===== config.mk =====
export PLATFORM = sky130hd
export DESIGN_NAME = top_id
export DESIGN_NICKNAME = d
export VERILOG_FILES = /design/src/rtl/top_id.sv
export SDC_FILE = /design/constraint.sdc
export NUM_CORES = 2
export LEC_CHECK = 0
export BUFFER_PORTS_ARGS = -buffer_cell sky130_fd_sc_hd__buf_2
export CORE_UTILIZATION = 55
export DETAILED_ROUTE_END_ITERATION = 8
export HOLD_SLACK_MARGIN = 0.02
export PLACE_DENSITY_LB_ADDON = 0.3
export SLEW_MARGIN = 40
export SYNTH_ARGS = -nofsm -noshare
export SYNTH_HDL_FRONTEND = slang
export SYNTH_SLANG_ARGS = --single-unit

===== constraint.sdc =====
create_clock -name clk -period 58.3 [get_ports clk]
set_input_delay 5.83 -clock clk [delete_from_list [all_inputs] [get_ports clk]]
set_output_delay 5.83 -clock clk [all_outputs]
set_load 0.02 [all_outputs]

===== src/rtl/top_id.sv =====
// MIPS instruction-decode stage: register file with write-through, decoder,
// hazard detection, branch/jump resolution in ID, and the ID/EX register.
module top_id #(
  parameter int NREG = 32,
  parameter int DW   = 32
) (
  input  logic          clk,
  input  logic          rst,
  input  logic [DW-1:0] pc_in,
  input  logic [31:0]   ins_in,
  input  logic          wb_we,
  input  logic [4:0]    wb_addr,
  input  logic [DW-1:0] wb_data,
  input  logic          mem_regwrite,
  input  logic          mem_memread,
  input  logic [4:0]    mem_wreg,
  output logic          pcsrc,
  output logic [DW-1:0] baddr,
  output logic          Jump,
  output logic [DW-1:0] jaddr,
  output logic          Flush,
  output logic          stall,
  output logic [DW-1:0] ex_pc,
  output logic [DW-1:0] ex_rs_data,
  output logic [DW-1:0] ex_rt_data,
  output logic [DW-1:0] ex_imm,
  output logic [4:0]    ex_rs,
  output logic [4:0]    ex_rt,
  output logic [4:0]    ex_wreg,
  output logic          ex_regwrite,
  output logic          ex_memtoreg,
  output logic          ex_memread,
  output logic          ex_memwrite,
  output logic          ex_alusrc,
  output logic [2:0]    ex_aluctl
);

  typedef struct packed {
    logic [DW-1:0] pc;
    logic [DW-1:0] rs_data;
    logic [DW-1:0] rt_data;
    logic [DW-1:0] imm;
    logic [4:0]    rs;
    logic [4:0]    rt;
    logic [4:0]    wreg;
    logic          regwrite;
    logic          memtoreg;
    logic          memread;
    logic          memwrite;
    logic          alusrc;
    logic [2:0]    aluctl;
  } idex_t;

  logic [DW-1:0] regs_q [NREG];
  logic [DW-1:0] regs_d [NREG];
  idex_t         idex_q, idex_d, dec;

  logic [5:0]    opcode, funct;
  logic [4:0]    rs, rt, rd;
  logic [DW-1:0] imm_sext, rs_val, rt_val;
  logic          use_rs, use_rt, is_beq, is_bne, is_j;
  logic          load_use, br_stall, taken;

  assign opcode   = ins_in[31:26];
  assign funct    = ins_in[5:0];
  assign rs       = ins_in[25:21];
  assign rt       = ins_in[20:16];
  assign rd       = ins_in[15:11];
  assign imm_sext = {{(DW-16){ins_in[15]}}, ins_in[15:0]};

  // Write-through: a WB write this cycle is visible to the ID read.
  assign rs_val = (rs == 5'd0) ? '0 :
                  (wb_we && wb_addr == rs) ? wb_data : regs_q[rs];
  assign rt_val = (rt == 5'd0) ? '0 :
                  (wb_we && wb_addr == rt) ? wb_data : regs_q[rt];

  always_comb begin
    regs_d = regs_q;
    if (wb_we && wb_addr != 5'd0) regs_d[wb_addr] = wb_data;
  end

  always_comb begin
    dec         = '0;
    dec.pc      = pc_in;
    dec.rs_data = rs_val;
    dec.rt_data = rt_val;
    dec.imm     = imm_sext;
    dec.rs      = rs;
    dec.rt      = rt;
    use_rs      = 1'b0;
    use_rt      = 1'b0;
    is_beq      = 1'b0;
    is_bne      = 1'b0;
    is_j        = 1'b0;
    case (opcode)
      6'h00: begin
        case (funct)
          6'h20: dec.aluctl = 3'b010;
          6'h22: dec.aluctl = 3'b110;
          6'h24: dec.aluctl = 3'b000;
          6'h25: dec.aluctl = 3'b001;
          6'h2A: dec.aluctl = 3'b111;
          default: dec.aluctl = 3'b000;
        endcase
        if (funct inside {6'h20, 6'h22, 6'h24, 6'h25, 6'h2A}) begin
          dec.regwrite = 1'b1;
          dec.wreg     = rd;
          use_rs       = 1'b1;
          use_rt       = 1'b1;
        end
      end
      6'h23: begin
        dec.regwrite = 1'b1;
        dec.memread  = 1'b1;
        dec.memtoreg = 1'b1;
        dec.alusrc   = 1'b1;
        dec.aluctl   = 3'b010;
        dec.wreg     = rt;
        use_rs       = 1'b1;
      end
      6'h2B: begin
        dec.memwrite = 1'b1;
        dec.alusrc   = 1'b1;
        dec.aluctl   = 3'b010;
        use_rs       = 1'b1;
        use_rt       = 1'b1;
      end
      6'h08: begin
        dec.regwrite = 1'b1;
        dec.alusrc   = 1'b1;
        dec.aluctl   = 3'b010;
        dec.wreg     = rt;
        use_rs       = 1'b1;
      end
      6'h04: begin is_beq = 1'b1; use_rs = 1'b1; use_rt = 1'b1; end
      6'h05: begin is_bne = 1'b1; use_rs = 1'b1; use_rt = 1'b1; end
      6'h02: is_j = 1'b1;
      default: ;
    endcase
  end

  // stall is a hold request: while high, upstream keeps pc_in/ins_in stable
  // and this stage inserts a bubble into ID/EX instead of the decoded word.
  always_comb begin
    load_use = idex_q.memread && idex_q.wreg != 5'd0 &&
               ((use_rs && idex_q.wreg == rs) || (use_rt && idex_q.wreg == rt));
    br_stall = 1'b0;
    if (is_beq || is_bne) begin
      // No MEM data port exists, so any MEM-stage writer of a source also stalls.
      if (rs != 5'd0 && ((idex_q.regwrite && idex_q.wreg == rs) ||
          ((mem_memread || mem_regwrite) && mem_wreg == rs)))
        br_stall = 1'b1;
      if (rt != 5'd0 && ((idex_q.regwrite && idex_q.wreg == rt) ||
          ((mem_memread || mem_regwrite) && mem_wreg == rt)))
        br_stall = 1'b1;
    end
    stall  = load_use || br_stall;
    taken  = !stall && ((is_beq && rs_val == rt_val) || (is_bne && rs_val != rt_val));
    pcsrc  = taken;
    Jump   = is_j && !stall;
    Flush  = taken || (is_j && !stall);
    baddr  = pc_in + {imm_sext[DW-3:0], 2'b00};
    jaddr  = {pc_in[31:28], ins_in[25:0], 2'b00};
    idex_d = stall ? '0 : dec;
  end

  always_ff @(posedge clk or posedge rst) begin
    if (rst) begin
      regs_q <= '{default: '0};
      idex_q <= '0;
    end else begin
      regs_q <= regs_d;
      idex_q <= idex_d;
    end
  end

  assign ex_pc       = idex_q.pc;
  assign ex_rs_data  = idex_q.rs_data;
  assign ex_rt_data  = idex_q.rt_data;
  assign ex_imm      = idex_q.imm;
  assign ex_rs       = idex_q.rs;
  assign ex_rt       = idex_q.rt;
  assign ex_wreg     = idex_q.wreg;
  assign ex_regwrite = idex_q.regwrite;
  assign ex_memtoreg = idex_q.memtoreg;
  assign ex_memread  = idex_q.memread;
  assign ex_memwrite = idex_q.memwrite;
  assign ex_alusrc   = idex_q.alusrc;
  assign ex_aluctl   = idex_q.aluctl;

endmodule


==> results by group <==
Routing
  – Drt wl/cell: 33.82 um
  – First-pass iteration count of the detailed router: 7
  – Final WL: about 210 mm
  – DR vias/cell: 7.035
  – Final ANT Viol Nets: 0
  – Top routing layer in use: met5
  – Initial DRC count: 5646
  – DRC Markers: 0
  – Via Count: 43300
  – Routed met2 length: 93.42 mm
  – Met1 wire length: 77.43 mm
  – Routed wl met3: approximately 25 mm

Hold path
  – Worst hold start: regs_q[1002]
  – Hold Crit Depth: 0
  – HP Class: reg2reg

GRT
  – Initial antenna violation count: 14
  – Overall Global Routing Usage: 36.20%
  – Grt total ovfl: 0
  – Largest net degree at the start of global routing: around 120
  – Vias in the first global route: 43780
  – First-pass GRT wire length: 304.6 mm

Floorplanning
  – # IOs: 330
  – Die area: 115500 um^2
  – # rows: 123
  – Die height: around 340 um
  – Starting Density: 55.63%
  – Core area: 112800 um^2
  – Horiz. Die Dim: roughly 340 um

Synthesis
  – Mapped Avg Cell Area: around 14 um^2
  – Synthesized area: 62760 um^2
  – Dominant synthesized flop cell: dfrtp_1
  – Sequential fraction of the synthesis area: 46.18%
  – Netlist cell types: 92
  – Async SR Flop Fraction: 100.0%
  – Gate Count Post-Synth: 4467
  – Mux share of post-synthesis cell area: a little under two fifths
  – XOR/XNOR share of the synthesized area: 1.156%
  – Synthesis Warnings: 0
  – Post-Synth Simple-Gate Area: under 10%
  – Seq cells post-synth: around 1200
  – Synth Area in Adders: 0.6101%
  – Largest family of logic cells by synthesized area: multiplexers
  – Number of enable flip-flop cells after synthesis: 0
  – Post-synthesis compound-gate area fraction: under 10%

Critical path
  – Crit path from: ins_in[21]
  – Largest stage delay, worst path: 0.63 ns
  – CP endpoint kind: output port
  – Worst Path Buf+Inv: 5
  – CP max FO: 96
  – Critical Path RT: 52.47 ns
  – Critical Path Stages: 15
  – Worst R2R Start: ex_wreg[2]
  – R2R depth: 6
  – Worst-path cell chain: buf_8 > buf_6 > buf_6 > buf_12 > mux4_2 > mux4_2 > a32o_1 > a21oi_1 > xnor2_1 > nand4_1 > nor4_2 > nand3_1 > xor2_1 > o21bai_2 > buf_2
  – CP Class: in2out
  – Crit-path slowest cell: buf_6
  – Critical Path AT: 11.67 ns
  – Startpoint Class: input port
  – Top delay family on crit path: buffers and inverters

Power and ir drop
  – Worst IR drop on VDD: 32.79 uV
  – Leakage power: between 0.03 and 0.04 uW
  – PwrDens: 34.49 nW/um^2

Clock network
  – Postcts setup bufs: 0
  – CTS tree: built
  – CTS H-tree depth: 3
  – Worst skew pair latency: about 0.75 ns
  – CTS resizes: 0
  – Clock buffer depth: 3
  – Clk pin slew, worst setup/hold paths: 0.06 ns
  – Num CTS Buffers: 120
  – Post-CTS Hold Fix Bufs: 0
  – Clk root buf: clkbuf_16
  – Clock Sinks: 1158

Flow run
  – Max Cap Violations: 0

Cells and area
  – Final nets: 4684
  – Filler instances: around 8500
  – Synth-to-layout area growth: 10.66%
  – Fin util: 61.56%
  – Share of cells above drive strength 1: around 47%
  – Final std cells w/o fill: 6155

STA
  – Final count of negative-setup-slack endpoints: 0
  – Clk_skew: 0.04212 ns
  – Fmax: between 50 and 60 MHz
  – Actual slew at the worst max-slew pin: 1.019 ns
  – Minimum clock period: 17.50 ns
  – Period utilization: 30.01%
  – RSZ-0062 raised after global routing: false
  – Final hold vios: 0
  – Max_slew headroom: between 30% and 40%
  – Setup TNS: 0 ns
  – Max Slew Vio Count: 0

Placement
  – HPWL Detailed: 122.0 mm
  – Port Buffers: between 300 and 400
  – Placed cell count: 5918
  – Global placement routability congestion: 0.9326

Outcome
  – Status: finished clean
## kinds of logic (layout without fill, tap and decap cells)
kind of cell    Yosys count  in the layout
compound gates          438            438
flops                  1158           1158
mux                    1663           1663
xor+xnor                 82             82
simple gates            580            580
other cells               1             12
buf+inv                 515            692
fa+ha+maj                30             30
## per-stage QoR
step           instance area, um^2  hold slack, ns  worst slack [ns]  power [uW]
3_5_place_dp                 65100          0.3828             40.61        1575
5_1_grt                      69430          0.4074             40.50        2479
4_1_cts                      69310          0.4022             40.60        2389
2_1_floorplan                62760          0.4385             19.85        1429
3_3_place_gp                 64720          0.3753             40.38        1552
6_report                     69450          0.3994             40.80        2395
## sequential cells by signal, indices dropped and copies added (netlist names)
signal,flops
regs_q,1024
ex_pc,32
ex_rs_data,32
ex_rt_data,32
ex_imm,16
ex_rs,5
ex_rt,5
ex_wreg,5
ex_aluctl,3
ex_alusrc,1
ex_memread,1
ex_memwrite,1
ex_regwrite,1
## routing by layer
layer / vias to the layer above / track usage, %
li1: 17100 / -
met5: - / 0
met4: 4 / 19.47
met1: 22550 / 47.58
met2: 2915 / 53.94
met3: 726 / 11.19
## area by class of cell
type                            count  area, um^2  share of cell area [%]
Sequential cell                  1158       28980                   41.73
Antenna cell                       10       25.02                 0.03603
Timing Repair Buffer              446        2987                   4.301
Inverter                           22       96.34                  0.1387
Clock inverter                     44       601.8                  0.8666
Clock buffer                      180        3611                   5.200
Multi-Input combinational cell   2795       31270                   45.03
Tap cell                         1500        1877                   2.702
## synthesized netlist by cell type (42+ instances only)
cell type,number,area [um^2]
o21ai_0,42,210.2
dfrtp_1,1158,28980
and2_1,77,481.7
buf_6,45,506.7
buf_2,62,310.3
buf_1,58,217.7
a211oi_1,48,360.4
mux2_2,1026,11550
clkbuf_1,237,889.6
mux2i_1,185,1852
mux4_2,420,9459
nor2_1,134,503.0
nand2_1,128,480.5
buf_4,79,593.1
a22oi_1,62,465.5
a221oi_1,50,437.9
xnor2_1,55,481.7
a21oi_1,75,375.4
## where the power goes
part	total [uW]	internal (uW)	switching, uW
logic	521	280	242
clock network	818	480	338
registers	1060	949	106
## final timing paths
check                      slack (ns)        endpoint
setup / recovery                40.80           Flush
hold / removal                   0.40    regs_q[1002]
setup reg to reg                54.37  ex_rs_data[14]
hold reg to reg                  0.40    regs_q[1002]
max in group asynchronous       49.92     regs_q[152]
min in group asynchronous        5.10  ex_rt_data[12]
## worst register-to-register path, cell delays in order (launching register included)
cell,delay [ns]
dfrtp_1,0.45
or4_1,0.52
o21ai_0,0.46
o31a_2,0.25
buf_4,0.69
nand2_1,0.62
nor3_1,0.77
## placed cells by master (no fill, tap or decap), types with 18 or more instances in the layout
| cell type | instances |
|---|---|
| a211oi_1 | 48 |
| a21oi_1 | 75 |
| a221oi_1 | 50 |
| a22oi_1 | 62 |
| and2_1 | 77 |
| and3_1 | 32 |
| buf_2 | 320 |
| buf_4 | 76 |
| buf_6 | 25 |
| clkbuf_1 | 24 |
| clkbuf_16 | 122 |
| clkbuf_8 | 34 |
| clkinv_2 | 18 |
| dfrtp_1 | 1158 |
| ha_1 | 29 |
| mux2_2 | 1026 |
| mux2i_1 | 185 |
| mux4_1 | 31 |
| mux4_2 | 420 |
| nand2_1 | 113 |
| nand3_1 | 36 |
| nor2_1 | 111 |
| nor2_4 | 19 |
| nor2b_1 | 30 |
| nor3_1 | 29 |
| o21ai_0 | 40 |
| o22ai_1 | 22 |
| xnor2_1 | 55 |
| xor2_1 | 26 |
Note: power is estimated with default switching activity, not from simulation.
